## src/rtl/pulse_burst_arbiter_if.sv

```systemverilog
// Request/grant bundle shared by the pulse-burst requesters and the arbiter.
// The slave side is the arbiter; the master side is the requester pool.
interface pulse_burst_arbiter_if #(
  parameter int NREQ  = 4,
  parameter int CNT_W = 8
);
  localparam int IDW = $clog2(NREQ);

  logic [NREQ-1:0]       req;
  logic [NREQ*CNT_W-1:0] count;
  logic                  abort;
  logic [NREQ-1:0]       ack;
  logic [NREQ-1:0]       done;
  logic                  busy;
  logic [IDW-1:0]        grant_id;
  logic                  out;

  modport master (output req, count, abort, input ack, done, busy, grant_id, out);
  modport slave  (input req, count, abort, output ack, done, busy, grant_id, out);
endinterface

```

## src/rtl/pulse_burst_arbiter.sv

```systemverilog
// Round-robin arbiter that plays one requester's pulse burst at a prescaled rate
// on a single shared output, followed by a silent gap and a one-cycle done.
module pulse_burst_arbiter #(
  parameter int NREQ      = 4,
  parameter int CNT_W     = 8,
  parameter int PRESC_DIV = 50000,
  parameter int GAP_TICKS = 2
) (
  input  logic                 clk,
  input  logic                 reset_n,
  pulse_burst_arbiter_if.slave bus
);
  localparam int IDW = $clog2(NREQ);
  localparam int HW  = CNT_W + 1;
  localparam int PW  = $clog2(PRESC_DIV);
  localparam int GW  = (GAP_TICKS > 0) ? $clog2(GAP_TICKS + 1) : 1;

  typedef enum logic [1:0] {
    ST_IDLE = 2'd0,
    ST_RUN  = 2'd1,
    ST_GAP  = 2'd2,
    ST_DONE = 2'd3
  } state_e;

  state_e          state_q, state_d;
  logic [PW-1:0]   presc_q, presc_d;
  logic [HW-1:0]   halves_q, halves_d;
  logic [GW-1:0]   gap_q, gap_d;
  logic [IDW-1:0]  ptr_q, ptr_d;
  logic [IDW-1:0]  gid_q, gid_d;
  logic [NREQ-1:0] ack_q, ack_d;
  logic [NREQ-1:0] done_q, done_d;
  logic            busy_q, busy_d;
  logic            out_q, out_d;

  logic            tick_s;
  logic            found_s;
  logic [IDW-1:0]  pick_s;
  logic [IDW:0]    idx_s;
  logic [CNT_W-1:0] cnt_sel_s;

  function automatic logic [NREQ-1:0] onehot(input logic [IDW-1:0] idx);
    onehot = NREQ'(1) << idx;
  endfunction

  assign tick_s = (presc_q == PW'(PRESC_DIV - 1));

  // Round-robin pick: first requesting index at or above the pointer, with wrap.
  always_comb begin
    found_s   = 1'b0;
    pick_s    = '0;
    idx_s     = '0;
    cnt_sel_s = '0;
    for (int k = 0; k < NREQ; k++) begin
      idx_s = {1'b0, ptr_q} + (IDW + 1)'(k);
      idx_s = (idx_s >= (IDW + 1)'(NREQ)) ? idx_s - (IDW + 1)'(NREQ) : idx_s;
      if (!found_s && bus.req[idx_s[IDW-1:0]]) begin
        found_s = 1'b1;
        pick_s  = idx_s[IDW-1:0];
      end else begin
        found_s = found_s;
      end
    end
    for (int k = 0; k < NREQ; k++) begin
      cnt_sel_s = (pick_s == IDW'(k)) ? bus.count[k*CNT_W +: CNT_W] : cnt_sel_s;
    end
  end

  // Next-state and registered-output logic.
  always_comb begin
    state_d  = state_q;
    presc_d  = presc_q;
    halves_d = halves_q;
    gap_d    = gap_q;
    ptr_d    = ptr_q;
    gid_d    = gid_q;
    ack_d    = '0;
    done_d   = '0;
    busy_d   = busy_q;
    out_d    = out_q;
    case (state_q)
      ST_IDLE: begin
        presc_d = '0;
        out_d   = 1'b0;
        busy_d  = 1'b0;
        if (found_s) begin
          ack_d    = onehot(pick_s);
          busy_d   = 1'b1;
          gid_d    = pick_s;
          ptr_d    = (pick_s == IDW'(NREQ - 1)) ? '0 : pick_s + 1'b1;
          halves_d = {cnt_sel_s, 1'b0};
          // An empty burst still spends one busy cycle before done.
          if (cnt_sel_s == '0) begin
            state_d = ST_GAP;
            gap_d   = '0;
          end else begin
            state_d = ST_RUN;
          end
        end else begin
          state_d = ST_IDLE;
        end
      end
      ST_RUN: begin
        presc_d = tick_s ? '0 : presc_q + 1'b1;
        if (bus.abort) begin
          out_d   = 1'b0;
          gap_d   = '0;
          state_d = ST_GAP;
        end else if (halves_q == '0) begin
          if (GAP_TICKS == 0) begin
            state_d = ST_DONE;
            busy_d  = 1'b0;
            done_d  = onehot(gid_q);
          end else begin
            state_d = ST_GAP;
            gap_d   = GW'(GAP_TICKS);
          end
        end else if (tick_s) begin
          out_d    = ~out_q;
          halves_d = halves_q - 1'b1;
        end else begin
          out_d = out_q;
        end
      end
      ST_GAP: begin
        presc_d = tick_s ? '0 : presc_q + 1'b1;
        out_d   = 1'b0;
        if (gap_q == '0) begin
          state_d = ST_DONE;
          busy_d  = 1'b0;
          done_d  = onehot(gid_q);
        end else if (bus.abort) begin
          gap_d = '0;
        end else if (tick_s) begin
          gap_d = gap_q - 1'b1;
        end else begin
          gap_d = gap_q;
        end
      end
      ST_DONE: begin
        state_d = ST_IDLE;
        busy_d  = 1'b0;
        out_d   = 1'b0;
      end
      default: begin
        state_d = ST_IDLE;
        busy_d  = 1'b0;
        out_d   = 1'b0;
      end
    endcase
  end

  // State and output registers with synchronous active-low reset.
  always_ff @(posedge clk) begin
    if (!reset_n) begin
      state_q  <= ST_IDLE;
      presc_q  <= '0;
      halves_q <= '0;
      gap_q    <= '0;
      ptr_q    <= '0;
      gid_q    <= '0;
      ack_q    <= '0;
      done_q   <= '0;
      busy_q   <= 1'b0;
      out_q    <= 1'b0;
    end else begin
      state_q  <= state_d;
      presc_q  <= presc_d;
      halves_q <= halves_d;
      gap_q    <= gap_d;
      ptr_q    <= ptr_d;
      gid_q    <= gid_d;
      ack_q    <= ack_d;
      done_q   <= done_d;
      busy_q   <= busy_d;
      out_q    <= out_d;
    end
  end

  assign bus.ack      = ack_q;
  assign bus.done     = done_q;
  assign bus.busy     = busy_q;
  assign bus.grant_id = gid_q;
  assign bus.out      = out_q;
endmodule

```

## src/flat_wrapper.sv

```systemverilog
// flat-port wrapper written by rule: the top's interface ports become plain ports
module pulse_burst_arbiter_flat 
#(
  parameter int NREQ      = 4,
  parameter int CNT_W     = 8,
  parameter int PRESC_DIV = 50000,
  parameter int GAP_TICKS = 2
)
  (clk, reset_n, bus_req, bus_count, bus_abort, bus_ack, bus_done, bus_busy, bus_grant_id, bus_out);
  pulse_burst_arbiter_if #(.NREQ(NREQ), .CNT_W(CNT_W)) bus_i ();
  input  logic clk;
  input  logic reset_n;
  input wire logic [$bits(bus_i.req)-1:0] bus_req;
  input wire logic [$bits(bus_i.count)-1:0] bus_count;
  input wire logic [$bits(bus_i.abort)-1:0] bus_abort;
  output wire logic [$bits(bus_i.ack)-1:0] bus_ack;
  output wire logic [$bits(bus_i.done)-1:0] bus_done;
  output wire logic [$bits(bus_i.busy)-1:0] bus_busy;
  output wire logic [$bits(bus_i.grant_id)-1:0] bus_grant_id;
  output wire logic [$bits(bus_i.out)-1:0] bus_out;
  assign bus_i.req = bus_req;
  assign bus_i.count = bus_count;
  assign bus_i.abort = bus_abort;
  assign bus_ack = bus_i.ack;
  assign bus_done = bus_i.done;
  assign bus_busy = bus_i.busy;
  assign bus_grant_id = bus_i.grant_id;
  assign bus_out = bus_i.out;
  pulse_burst_arbiter #(.NREQ(NREQ), .CNT_W(CNT_W), .PRESC_DIV(PRESC_DIV), .GAP_TICKS(GAP_TICKS)) u_core (.clk(clk), .reset_n(reset_n), .bus(bus_i));
endmodule
```

## config.mk

```make
export PLATFORM = sky130hd
export DESIGN_NAME = pulse_burst_arbiter_flat
export DESIGN_NICKNAME = d
export VERILOG_FILES = /design/src/rtl/pulse_burst_arbiter_if.sv /design/src/rtl/pulse_burst_arbiter.sv /design/src/flat_wrapper.sv
export SDC_FILE = /design/constraint.sdc
export NUM_CORES = 1
export LEC_CHECK = 0
export BUFFER_PORTS_ARGS = -buffer_cell sky130_fd_sc_hd__buf_2
export CAP_MARGIN = 25
export CORE_MARGIN = 3
export CORE_UTILIZATION = 55
export DETAILED_ROUTE_END_ITERATION = 10
export GPL_TIMING_DRIVEN = 0
export PLACE_DENSITY = 0.9
export SETUP_SLACK_MARGIN = 0.4
export SYNTH_ARGS = -nofsm -noshare
export SYNTH_HDL_FRONTEND = slang
export SYNTH_SLANG_ARGS = --single-unit
```

## constraint.sdc

```tcl
create_clock -name clk -period 4.3 [get_ports clk]
set_clock_uncertainty 0.05 [all_clocks]
set_input_delay 1.075 -clock clk [delete_from_list [all_inputs] [get_ports clk]]
set_output_delay 1.075 -clock clk [all_outputs]
set_load 0.02 [all_outputs]
```

# Yosys cells after proc, flatten, opt, wreduce, memory -nomap -nowiden
# Cells that the tools add are included.
# op_classes
add_sub_neg	11
magnitude_cmp	8
n_eq_ne	18
shifts	2
mux	52
bitwise	1
n_reduce_logical	25
# ops
operator	n
2-bit two-way mux	20
9-bit two-way mux	4
8-bit two-way mux	4
16-bit case mux with 2 select lines	1
9-bit case mux with 2 select lines	1
16-bit by 1-bit adder with 16-bit output (second input constant)	1
16-bit equality test (second input constant)	1
16-bit two-way mux	1
1-bit two-way mux	13
2-bit by 3-bit < comparator with 1-bit output (second input constant)	4
2-bit by 1-bit subtractor with 2-bit output (second input constant)	5
3-bit >= comparator (second input constant)	3
9-bit zero test	1
3-bit by 2-bit inequality test with 1-bit output (second input constant)	3
9-bit by 1-bit subtractor with 9-bit output (second input constant)	1
1-bit binary-select mux with 2-bit select	4
2-bit equality test (second input constant)	4
8-bit zero test	1
2-bit by 1-bit inequality test with 1-bit output (second input constant)	4
2-bit case mux with 4 select lines	1
2-bit AND reduction	4
1-bit by 2-bit left shift with 4-bit output (first input constant)	2
2-bit by 2-bit adder with 3-bit output (second input constant)	2
2-bit zero test	3
19 further kinds	29
# totals
register_bits	43
input_bits	39
output_inout_bits	12
word_cells	127

# Logic depth before layout (Yosys ltp)
# Gate-level depths: netlist of run 1.
# depth
depth_word	23
depth_mapped	12
ltp_nobuf	11

# Worst setup path before layout of run 1
# OpenSTA, ideal clock, no wires.
# synth_path
kind	input port to flip-flop
startpoint	input bus_req[2]
endpoint	register u_core.gap_q[0]
setup_time_ps	70
arrival_ps	3937
t_required_ps	4180
path_slack_ps	243
cell_stages	12
path_buffers	1
path_cell_list	mux2i_1 nor2_1 nor4_1 inv_1 ha_1 or2_2 clkbuf_1 a221o_1 a22oi_1 a41oi_1 or4b_1 a21oi_1
# synth_via
elab_chain_len	20
elab_cells_between_ends	34
cone_classes	eq/ne (5); mux (20); reduce/logical (9)
# synth_rtl
element	line_no	text
start, declared	flat_wrapper.sv:13	input wire logic [$bits(bus_i.req)-1:0] bus_req;
1-bit binary-select mux with 2-bit select	pulse_burst_arbiter.sv:57	if (!found_s && bus.req[idx_s[IDW-1:0]]) begin
1-bit two-way mux (implied by the code)	pulse_burst_arbiter.sv:57	
1-bit two-way mux	pulse_burst_arbiter.sv:57	
1-bit zero test	pulse_burst_arbiter.sv:57	
1-bit logical AND	pulse_burst_arbiter.sv:57	
1-bit two-way mux	pulse_burst_arbiter.sv:57	
1-bit zero test	pulse_burst_arbiter.sv:57	
1-bit logical AND	pulse_burst_arbiter.sv:57	
[3 not listed]	n/a	
2-bit two-way mux (*)	pulse_burst_arbiter.sv:57	
net u_core.pick_s[0]	pulse_burst_arbiter.sv:38	logic [IDW-1:0] pick_s;
2-bit zero test	pulse_burst_arbiter.sv:65	cnt_sel_s = (pick_s == IDW'(k)) ? bus.count[k*CNT_W +: CNT_W] : cnt_sel_s;
8-bit two-way mux (3 in a row)	pulse_burst_arbiter.sv:65	
8-bit two-way mux (*)	pulse_burst_arbiter.sv:65	
8-bit zero test (*)	pulse_burst_arbiter.sv:93	if (cnt_sel_s == '0) begin
2-bit by 1-bit inequality test with 1-bit output (no line) (*)	n/a	
6-bit AND reduction (no line) (*)	n/a	
end signal, assigned	pulse_burst_arbiter.sv:170	gap_q <= gap_d;
end, declared	pulse_burst_arbiter.sv:28	logic [GW-1:0] gap_q, gap_d;
# The timed path passes the listed nets; every way through them passes the cells marked *. The select of a mux whose other input is x is not followed.
# A chain may end at the register's enable or synchronous reset.

# Final worst setup path of run 1
# layout_path
startpoint	input bus_req[3]
endpoint	register u_core.gap_q[0]
# Same word-level chain as after synthesis.

==> results of run 1 <==
## worst min path at each step
| stage | to | from | cells after the start |
|---|---|---|---|
| final | u_core.halves_q[7]$_SDFFE_PN0P_ | u_core.halves_q[7]$_SDFFE_PN0P_ | 2 |
| after global routing | u_core.bus.busy$_SDFFE_PN0P_ | u_core.bus.busy$_SDFFE_PN0P_ | 2 |
| after CTS | u_core.halves_q[7]$_SDFFE_PN0P_ | u_core.halves_q[7]$_SDFFE_PN0P_ | 2 |
| after detailed placement | u_core.halves_q[7]$_SDFFE_PN0P_ | u_core.halves_q[7]$_SDFFE_PN0P_ | 2 |
| after global placement | u_core.halves_q[7]$_SDFFE_PN0P_ | u_core.halves_q[7]$_SDFFE_PN0P_ | 2 |
| after floorplan | u_core.halves_q[7]$_SDFFE_PN0P_ | u_core.halves_q[7]$_SDFFE_PN0P_ | 2 |
## worst max-delay path, delay by kind of cell
kind | cells | cell delay (ps)
simple gates | 4 | 1070
compound gates | 5 | 1190
fa+ha+maj | 1 | 220
buf+inv | 3 | 470
## Yosys cell counts, drive strengths merged, types with 5 or more instances
cell     number
and3          5
o21ai        13
nor3         10
inv          24
clkbuf       10
nand2        26
ha           11
nand3        12
xor2          9
a22oi         5
xnor2         5
nor2         32
a221o         7
a21oi        23
dfxtp        43
nand2b        6
a2bb2oi       8
## state kept, by name (all words and copies together), names as in the netlist
signal / count
u_core.halves_q: 9
u_core.gap_q: 2
u_core.ptr_q: 2
u_core.presc_q: 16
u_core.state_q: 2
u_core.bus.done: 4
u_core.bus.out: 1
u_core.bus.grant_id: 2
u_core.bus.ack: 4
u_core.bus.busy: 1
## final cells by class
class                   count  area [µm²]  area share [%]
plain buffers              13        80.1            2.63
clock buffers               5        68.8            2.26
clock inverters             3        46.3            1.52
inverters                  24        90.1            2.95
multi-input cells         228        1540            50.6
flip-flops and latches     43         861            28.2
well taps                  50        62.6            2.05
repair buffers             56         298            9.76
## what timing repair did
item | CTS | global route
pin swaps | 3 | 7
resized for setup | 6 | 22
setup buffers | 4 | 3
endpoints found under the setup margin | 2 | 2
## metrics by stage
step                hold WS, ps  std cells  instance area (µm²)  setup TNS [ps]  setup slack (ps)
finish                      420        422                 3050               0               481
global route                466        422                 3050               0               374
CTS                         419        419                 2970               0               402
detailed placement          406        407                 2780            -350              -247
global placement            403        407                 2780            -170              -141
floorplan                   391        308                 2470               0               448
## layer usage
metal	global-route usage (%)	share of wire, %
met5	0	0
met4	7.79	1.5
met3	4.96	6.8
met2	41.2	49
met1	31.9	42
## power by group through the flow
stage	registers, mW	logic [mW]	clock network, mW
after floorplan	0.563	0.764	0
after global placement	0.547	0.980	0
after detailed placement	0.550	1.01	0
after CTS	0.543	1.06	0.326
after global routing	0.560	1.29	0.343
final	0.550	1.18	0.323
## logic make-up (layout without fill, tap and decap cells)
kind of cell | Yosys count | in the layout | share of synthesized area [%]
and+or+nand+nor | 122 | 122 | 25.8
AOI/OAI and AO/OA | 79 | 79 | 21.6
DFF | 43 | 43 | 34.9
buffers and inverters | 37 | 101 | 6.44
xor gates and xnor gates | 14 | 14 | 4.97
adders and majority gates | 11 | 11 | 5.58
muxes | 2 | 2 | 0.811
==> flow_summary_export.csv, run 1 <==
group,metric,value,unit
power_and_ir_drop,power,2.05,mW
critical_path,startpoint,"bus_req[3]",
floorplan,start_util,59.1,%
layout,layout_common_cells,"buf_2, dfxtp_1, nor2_1",
synthesis,synthDistinctLibCells,48,
floorplan,fp.dieH,73.0,µm
global_routing,grt_max_degree,16,
sta,finalCriticalPeriod,3820,ps
synthesis,syn_inst,308,
flow_run,max_cap_viol_count,0,
power_and_ir_drop,seq_power_share,26.8,%
global_routing,grt_usage,24.7,%
global_routing,overflow,0,
drt,vias_per_cell,6.04,
power_and_ir_drop,cellLeakagePower,1.30,nW
synthesis,synth_top_area_cell,"dfxtp_1",
outcome,status,"complete, no violations",
power_and_ir_drop,pwr-share-comb,57.4,%
sta,post-route-period-util,88.8,%
drt,drt_wl_total,6530,µm
critical_path,cp_slowest_cell,"or4b_4",
layout,n_antenna_cell,0,
cts,cts_inserted_buffers,5,
synthesis,synthFlopType,"dfxtp_1",
cts,root_buffer,"clkbuf_8",
critical_path,cpMostUsedCell,"buf_4",
critical_path,crit_path_end_kind,"register",
drt,vias,2549,
sta,rsz0062_at_grt,"no",
synthesis,syn-cell-area,0.00247,mm²
drt,drc,0,
power_and_ir_drop,powerDensity,671,mW/mm²
synthesis,synth-edff-count,0,
floorplan,rows,23,
critical_path,crit_end,"u_core.gap_q[0]$_SDFFE_PN0P_",
layout,syn2layout_area_growth,23.6,%
sta,hold_viol,0,
floorplan,ios,51,
global_routing,antenna_found_initial,0,
layout,nets,421,
global_routing,grt_pass1_wl,10700,µm
cts,clkLatencyLatePin,300,ps
sta,relSlewSlack,52.2,%
drt,initialDrtViolationCount,143,
sta,setup-violations-final,0,
layout,nFillCells,293,
power_and_ir_drop,pwr-share-clk,15.8,%
layout,fin_util,73.1,%
synthesis,avgSynthCellArea,8.01,µm²
critical_path,cp_cell_sequence,"buf_2, nand2b_1, a21oi_1, nor4_4, buf_4, ha_1, or2_2, buf_4, a221o_1, a22oi_2, a41oi_2, or4b_4, a21oi_2",
critical_path,ff2ff_setup_slack,800,ps
cts,cts_tree,"done",
power_and_ir_drop,p_int,1.14,mW
drt,drtAntennaViolNets,0,
floorplan,die_area,0.00533,mm²
global_routing,grt_pass1_vias,2434,
layout,drive_gt1_share,24.5,%
critical_path,rr_worst_depth,12,
cts,cts.htree.levels,2,
min_path,hp-class,"register to register",
synthesis,ys_ff_latch,43,
sta,fmax,262,MHz
placement,port_buffers,49,
power_and_ir_drop,switchingPower,0.906,mW
placement,gp_congestion,0.855,
critical_path,cp.arrival,4010,ps
critical_path,r2r_end,"u_core.gap_q[0]$_SDFFE_PN0P_",
sta,worstMarginPinSlew,715,ps
floorplan,die_x,73.0,µm
synthesis,ys_async_sr_fraction,0,%
critical_path,required,4490,ps
critical_path,max_stage_delay,530,ps
drt,firstDrtPassIters,5,
synthesis,yosysTopAreaCellShare,34.9,%
cts,clockBufferDepth,2,
synthesis,synth.area.top_cells,"dfxtp_1, ha_1, nor2_1",
critical_path,worstSetupPathType,"primary input to register",
critical_path,worstPathMaxFanout,7,
placement,dp_hpwl,4400,µm
synthesis,yosysWarningCount,0,
sta,finalMaxSlewViolations,0,
critical_path,critPathLaunchType,"primary input",
power_and_ir_drop,peakVddDrop,0.464,mV
critical_path,r2r-start,"u_core.ptr_q[1]$_SDFFE_PN0P_",
floorplan,coreArea,0.00417,mm²
cts,clkSlewWorstSetupHoldPaths,80,ps
layout,mostFrequentLayoutCell,"buf_2",
drt,avgRoutedWirePerCell,15.5,µm
synthesis,seq_area_frac_synth,34.9,%
synthesis,syn-num-nets,358,
cts,clock_sinks,43,
cts,holdBufCountCts,0,
power_and_ir_drop,swShare,44.2,%
Power figures use the tool's default switching activity.
==> run 2: changes to the inputs <==
--- a/config.mk
+++ b/config.mk
@@ -8,10 +8,11 @@
 export BUFFER_PORTS_ARGS = -buffer_cell sky130_fd_sc_hd__buf_2
 export CAP_MARGIN = 25
 export CORE_MARGIN = 3
-export CORE_UTILIZATION = 55
+export CORE_UTILIZATION = 49
 export DETAILED_ROUTE_END_ITERATION = 10
 export GPL_TIMING_DRIVEN = 0
-export PLACE_DENSITY = 0.9
+export PLACE_DENSITY = 0.85
+export REMOVE_ABC_BUFFERS = 1
 export SETUP_SLACK_MARGIN = 0.4
 export SYNTH_ARGS = -nofsm -noshare
 export SYNTH_HDL_FRONTEND = slang
==> constraint.sdc (replaced) <==
create_clock -name clk -period 3.4 [get_ports clk]
set_clock_uncertainty 0.05 [all_clocks]
set_input_delay 0.85 -clock clk [delete_from_list [all_inputs] [get_ports clk]]
set_output_delay 0.85 -clock clk [all_outputs]
set_load 0.02 [all_outputs]
==> run 2 against run 1 <==
The run now ends with setup timing left; hold slack about the same; largest power group unchanged; highest routed layer unchanged; flip-flop and latch count unchanged; core utilization is 7.3 points lower; routed wire length rose by 2.1%.
==> flow_summary_export.csv, run 2 (synthesized netlist as in run 1, its figures left out) <==
group,metric,value,unit
sta,post-route-period-util,100,%
placement,place_ws,-890,ps
placement,dp_hpwl,4110,µm
critical_path,r2r_end,"u_core.gap_q[1]$_SDFFE_PN0P_",
drt,vias_per_cell,5.76,
cts,clkLatencyLatePin,300,ps
layout,drive_gt1_share,27.6,%
cts,clkSlewWorstSetupHoldPaths,90,ps
outcome,violations,"setup timing",
sta,relSlewSlack,30.2,%
critical_path,max_stage_delay,470,ps
critical_path,r2r-start,"u_core.ptr_q[0]$_SDFFE_PN0P_",
sta,setup-violations-final,1,
floorplan,ios,51,
drt,firstDrtPassIters,4,
critical_path,required,3560,ps
drt,drc,0,
critical_path,ff2ff_setup_slack,120,ps
layout,largest_register_ffs,16,
min_path,hp-class,"register to register",
floorplan,fp.dieH,77.0,µm
critical_path,startpoint,"bus_req[0]",
critical_path,critPathLaunchType,"primary input",
drt,initialDrtViolationCount,159,
cts,cts_tree,"done",
cts,clockBufferDepth,2,
floorplan,rows,25,
cts,root_buffer,"clkbuf_8",
global_routing,grt_pass1_wl,10400,µm
sta,finalCriticalPeriod,3410,ps
critical_path,cpMostUsedCell,"nor4_4",
critical_path,cp.arrival,3570,ps
layout,layout_common_cells,"buf_2, dfxtp_1, nor2_1",
flow_run,max_cap_viol_count,0,
drt,avgRoutedWirePerCell,15.4,µm
layout,largest_registers,"u_core.presc_q: 16 flops, u_core.halves_q: 9 flops",
drt,drt_wl_total,6670,µm
sta,finalMaxSlewViolations,0,
sta,rsz0062_at_grt,"yes",
power_and_ir_drop,power,2.64,mW
critical_path,cp_cell_sequence,"buf_12, nor4_4, nor4_4, buf_4, buf_6, ha_4, or2_4, a221o_1, a22oi_2, a41oi_2, or4_1, a21oi_1",
sta,fmax,293,MHz
critical_path,worstSetupPathType,"primary input to register",
floorplan,start_util,51.6,%
layout,syn2layout_area_growth,27.6,%
drt,vias,2496,
critical_path,crit_end,"u_core.gap_q[1]$_SDFFE_PN0P_",
global_routing,overflow,0,
critical_path,worstPathMaxFanout,7,
cts,clock_sinks,43,
critical_path,crit_path_end_kind,"register",
outcome,status,"complete, but fails checks",
sta,hold_viol,0,
critical_path,rr_worst_depth,11,
global_routing,grt_pass1_vias,2379,
min_path,hold-path-cell-count,2,
cts,cts_inserted_buffers,5,
power_and_ir_drop,cellLeakagePower,1.32,nW
layout,nets,416,
sta,timing.final.ws_setup,-10.7,ps
global_routing,grt_usage,21.7,%
cts,cts.htree.levels,2,
floorplan,coreArea,0.00479,mm²
layout,n_antenna_cell,0,
global_routing,grt_max_degree,20,
layout,mostFrequentLayoutCell,"buf_2",
power_and_ir_drop,powerDensity,839,mW/mm²
critical_path,cp_slowest_cell,"or4_1",
power_and_ir_drop,peakVddDrop,0.509,mV
sta,whs,420,ps
global_routing,antenna_found_initial,0,
placement,port_buffers,50,
floorplan,die_x,77.0,µm
layout,regMostFlops,"u_core.presc_q",
placement,gp_congestion,0.782,
sta,worstMarginPinSlew,1040,ps
drt,drtAntennaViolNets,0,
floorplan,die_area,0.00592,mm²
## run 2: cell count changes in the layout (fill, tap and decap cells not counted), sizes merged
cell	before	now
clkinvlp	1	0
buf	61	64
inv	25	24
clkbuf	13	6
## run 2: per-layer routing
metal	track usage, %	vias up	share of wire [%]
li1	-	1225	-
met1	25.6	1111	41
met2	35.0	130	47
met3	5.40	30	7.7
met4	13.4	0	4.4
met5	0	-	0
## run 2: per-stage QoR
step,setup TNS [ps],area [µm²],std cells,util (%)
2_1_floorplan,-602,2400,295,-
3_3_place_gp,-3700,2730,412,57.1
3_5_place_dp,-4160,2730,412,57.1
4_1_cts,0,3050,426,63.8
5_1_grt,-109,3150,433,65.8
6_report,-10.7,3150,433,65.8
## run 2: cell type report
type | count | area, µm²
fill | 356 | 1640
inverter | 24 | 90.1
clock buffer | 6 | 72.6
multi-input combinational | 228 | 1610
timing repair buffer | 64 | 397
sequential | 43 | 862
tap | 67 | 83.8
clock inverter | 1 | 30.0
## run 2: power by group
group / internal, mW / total (mW) / switching, mW
clock: 0.216 / 0.396 / 0.180
sequential: 0.604 / 0.712 / 0.108
combinational: 0.644 / 1.53 / 0.890
total: 1.46 / 2.64 / 1.18
## run 2: how the worst min path moves through the flow
stage	from	endpoint	slack, ps
final	u_core.halves_q[7]$_SDFFE_PN0P_	u_core.halves_q[7]$_SDFFE_PN0P_	420
after global routing	u_core.halves_q[7]$_SDFFE_PN0P_	u_core.halves_q[7]$_SDFFE_PN0P_	450
after CTS	u_core.bus.grant_id[0]$_SDFFE_PN0P_	u_core.bus.done[2]$_SDFF_PN0_	420
after detailed placement	u_core.bus.grant_id[0]$_SDFFE_PN0P_	u_core.bus.done[2]$_SDFF_PN0_	410
after global placement	u_core.halves_q[7]$_SDFFE_PN0P_	u_core.halves_q[7]$_SDFFE_PN0P_	400
after floorplan	u_core.halves_q[7]$_SDFFE_PN0P_	u_core.halves_q[7]$_SDFFE_PN0P_	390
## run 2: critical path: cells and delay by family
| family | cells | cell delay, ps |
|---|---|---|
| AOI/OAI and AO/OA | 4 | 960 |
| adders and majority gates | 1 | 170 |
| buffers and inverters | 3 | 400 |
| and+or+nand+nor | 4 | 1180 |
## run 2: timing repair
item / 4_1_cts / 5_1_grt
pin swaps: 9 / 9
buffers inserted: 7 / 7
resized for setup: 35 / 13
endpoints found under the setup margin: 11 / 23
hold buffers: 0 / 0
==> run 3: changes to the inputs <==
--- a/config.mk
+++ b/config.mk
@@ -8,10 +8,10 @@
 export BUFFER_PORTS_ARGS = -buffer_cell sky130_fd_sc_hd__buf_2
 export CAP_MARGIN = 25
 export CORE_MARGIN = 3
-export CORE_UTILIZATION = 49
+export CORE_UTILIZATION = 55
 export DETAILED_ROUTE_END_ITERATION = 10
 export GPL_TIMING_DRIVEN = 0
-export PLACE_DENSITY = 0.85
+export PLACE_DENSITY = 0.9
 export REMOVE_ABC_BUFFERS = 1
 export SETUP_SLACK_MARGIN = 0.4
 export SYNTH_ARGS = -nofsm -noshare
==> constraint.sdc (replaced) <==
create_clock -name clk -period 3.8 [get_ports clk]
set_clock_uncertainty 0.05 [all_clocks]
set_input_delay 0.95 -clock clk [delete_from_list [all_inputs] [get_ports clk]]
set_output_delay 0.95 -clock clk [all_outputs]
set_load 0.02 [all_outputs]
==> run 3 against run 2 <==
The flow now finishes without violations; worst setup slack improved by 280 ps; sequential power is 12% lower; hold slack improved by 13 ps; die area fell by 10%; global-route usage is 2.8 points higher; largest power group unchanged.
==> flow_summary_export.csv, run 3 (synthesized netlist as in run 1, its figures left out) <==
group,metric,value,unit
outcome,status,"complete, no violations",
cts,cts_inserted_buffers,5,
critical_path,crit_path_end_kind,"register",
sta,finalCriticalPeriod,3530,ps
power_and_ir_drop,powerDensity,754,mW/mm²
layout,layout_common_cells,"buf_2, dfxtp_1, nor2_1",
global_routing,grt_usage,24.4,%
critical_path,crit_end,"u_core.gap_q[1]$_SDFFE_PN0P_",
floorplan,die_x,73.0,µm
placement,place_ws,-634,ps
global_routing,grt_pass1_vias,2295,
placement,dp.cells,395,
drt,initialDrtViolationCount,357,
layout,nets,418,
cts,root_buffer,"clkbuf_8",
critical_path,r2r-start,"u_core.ptr_q[1]$_SDFFE_PN0P_",
global_routing,antenna_found_initial,0,
cts,clock_sinks,43,
floorplan,rows,23,
sta,hold_viol,0,
drt,avgRoutedWirePerCell,17.1,µm
critical_path,r2r_end,"u_core.gap_q[1]$_SDFFE_PN0P_",
global_routing,grt_max_degree,20,
layout,n_antenna_cell,0,
layout,largest_register_ffs,16,
power_and_ir_drop,cellLeakagePower,1.32,nW
critical_path,cp.arrival,3700,ps
min_path,hold_start,"u_core.halves_q[7]$_SDFFE_PN0P_",
sta,setup-violations-final,0,
sta,finalMaxSlewViolations,0,
placement,dp_hpwl,4420,µm
placement,gp_congestion,0.881,
floorplan,fp.dieH,73.0,µm
layout,regMostFlops,"u_core.presc_q",
global_routing,grt_pass1_wl,10300,µm
drt,firstDrtPassIters,5,
placement,port_buffers,50,
sta,worstMarginPinSlew,1070,ps
sta,relSlewSlack,28.3,%
cts,holdBufCountCts,0,
floorplan,start_util,59.1,%
layout,largest_registers,"u_core.presc_q: 16 flops, u_core.halves_q: 9 flops",
sta,timing.final.ws_setup,271,ps
critical_path,startpoint,"bus_req[2]",
drt,drtAntennaViolNets,0,
sta,rsz0062_at_grt,"yes",
layout,mostFrequentLayoutCell,"buf_2",
flow_run,max_cap_viol_count,0,
layout,syn2layout_area_growth,25.8,%
critical_path,rr_worst_depth,13,
critical_path,worstPathMaxFanout,10,
sta,fmax,283,MHz
cts,clkSlewWorstSetupHoldPaths,80,ps
cts,clkLatencyLatePin,300,ps
global_routing,overflow,0,
critical_path,ff2ff_setup_slack,450,ps
floorplan,coreArea,0.00417,mm²
sta,post-route-period-util,92.9,%
drt,vias,2644,
critical_path,critPathLaunchType,"primary input",
min_path,hp-class,"register to register",
floorplan,ios,51,
drt,drt_wl_total,7140,µm
layout,nFillCells,257,
cts,cts.htree.levels,2,
cts,cts_tree,"done",
drt,drc,0,
critical_path,required,3970,ps
layout,drive_gt1_share,27.2,%
layout,stdcell_count,418,
critical_path,worstSetupPathType,"primary input to register",
power_and_ir_drop,peakVddDrop,0.448,mV
floorplan,die_area,0.00533,mm²
drt,vias_per_cell,6.33,
cts,clockBufferDepth,2,
-- run 3: worst max-delay path, cell delays in order --
cell	delay (ps)
buf_6	110
mux2i_1	160
nor2_2	80
nor4_4	260
buf_6	180
buf_4	130
ha_4	210
nor2b_4	90
a221o_1	370
a22oi_2	260
a41oi_2	170
buf_4	160
or4_4	410
a21oi_1	150
-- run 3: how the worst min path moves through the flow --
| stage | slack [ps] | to | cells after the start |
|---|---|---|---|
| finish | 430 | u_core.halves_q[7]$_SDFFE_PN0P_ | 2 |
| global route | 480 | u_core.gap_q[1]$_SDFFE_PN0P_ | 2 |
| CTS | 430 | u_core.halves_q[7]$_SDFFE_PN0P_ | 2 |
| detailed placement | 410 | u_core.halves_q[7]$_SDFFE_PN0P_ | 2 |
| global placement | 410 | u_core.halves_q[7]$_SDFFE_PN0P_ | 2 |
| floorplan | 390 | u_core.halves_q[7]$_SDFFE_PN0P_ | 2 |
-- run 3: per-layer routing --
metal / global-route usage [%] / routed length, µm / vias to the layer above
met4: 9.63 / 295 / 0
met1: 32.1 / 2900 / 1255
li1: - / - / 1228
met2: 38.9 / 3450 / 134
met5: 0 / 0 / -
met3: 5.23 / 495 / 27
-- run 3: layout make-up --
class	count	area, µm²	share of cell area [%]
Clock buffer	5	68.8	2.22
Clock inverter	2	13.8	0.444
Inverter	24	92.6	2.98
Multi-Input combinational cell	228	1600	51.6
Sequential cell	43	861	27.7
Tap cell	50	62.6	2.02
Timing Repair Buffer	66	403	13.0
-- run 3: metrics by stage --
stage               power, mW  utilization [%]  area [µm²]  setup TNS, ps  hold WS, ps
finish                   2.34             74.4        3100              0          434
global route             2.50             74.4        3100              0          479
global placement         1.68             65.0        2710          -1090          405
detailed placement       1.72             65.0        2710          -1690          414
CTS                      2.14             70.7        2950              0          429
floorplan                1.46                -        2400          -45.4          391
-- run 3: timing repair --
item,4_1_cts,5_1_grt
pin swaps,7,10
hold endpoints to repair,0,0
resized for setup,19,24
setup buffers,8,8
endpoints found under the setup margin,10,2
-- run 3: where the power goes --
| part | switching (mW) | internal, mW | total [mW] |
|---|---|---|---|
| Clock | 0.159 | 0.126 | 0.285 |
| Combinational | 0.828 | 0.603 | 1.43 |
| Sequential | 0.0837 | 0.540 | 0.624 |
| Total | 1.07 | 1.27 | 2.34 |
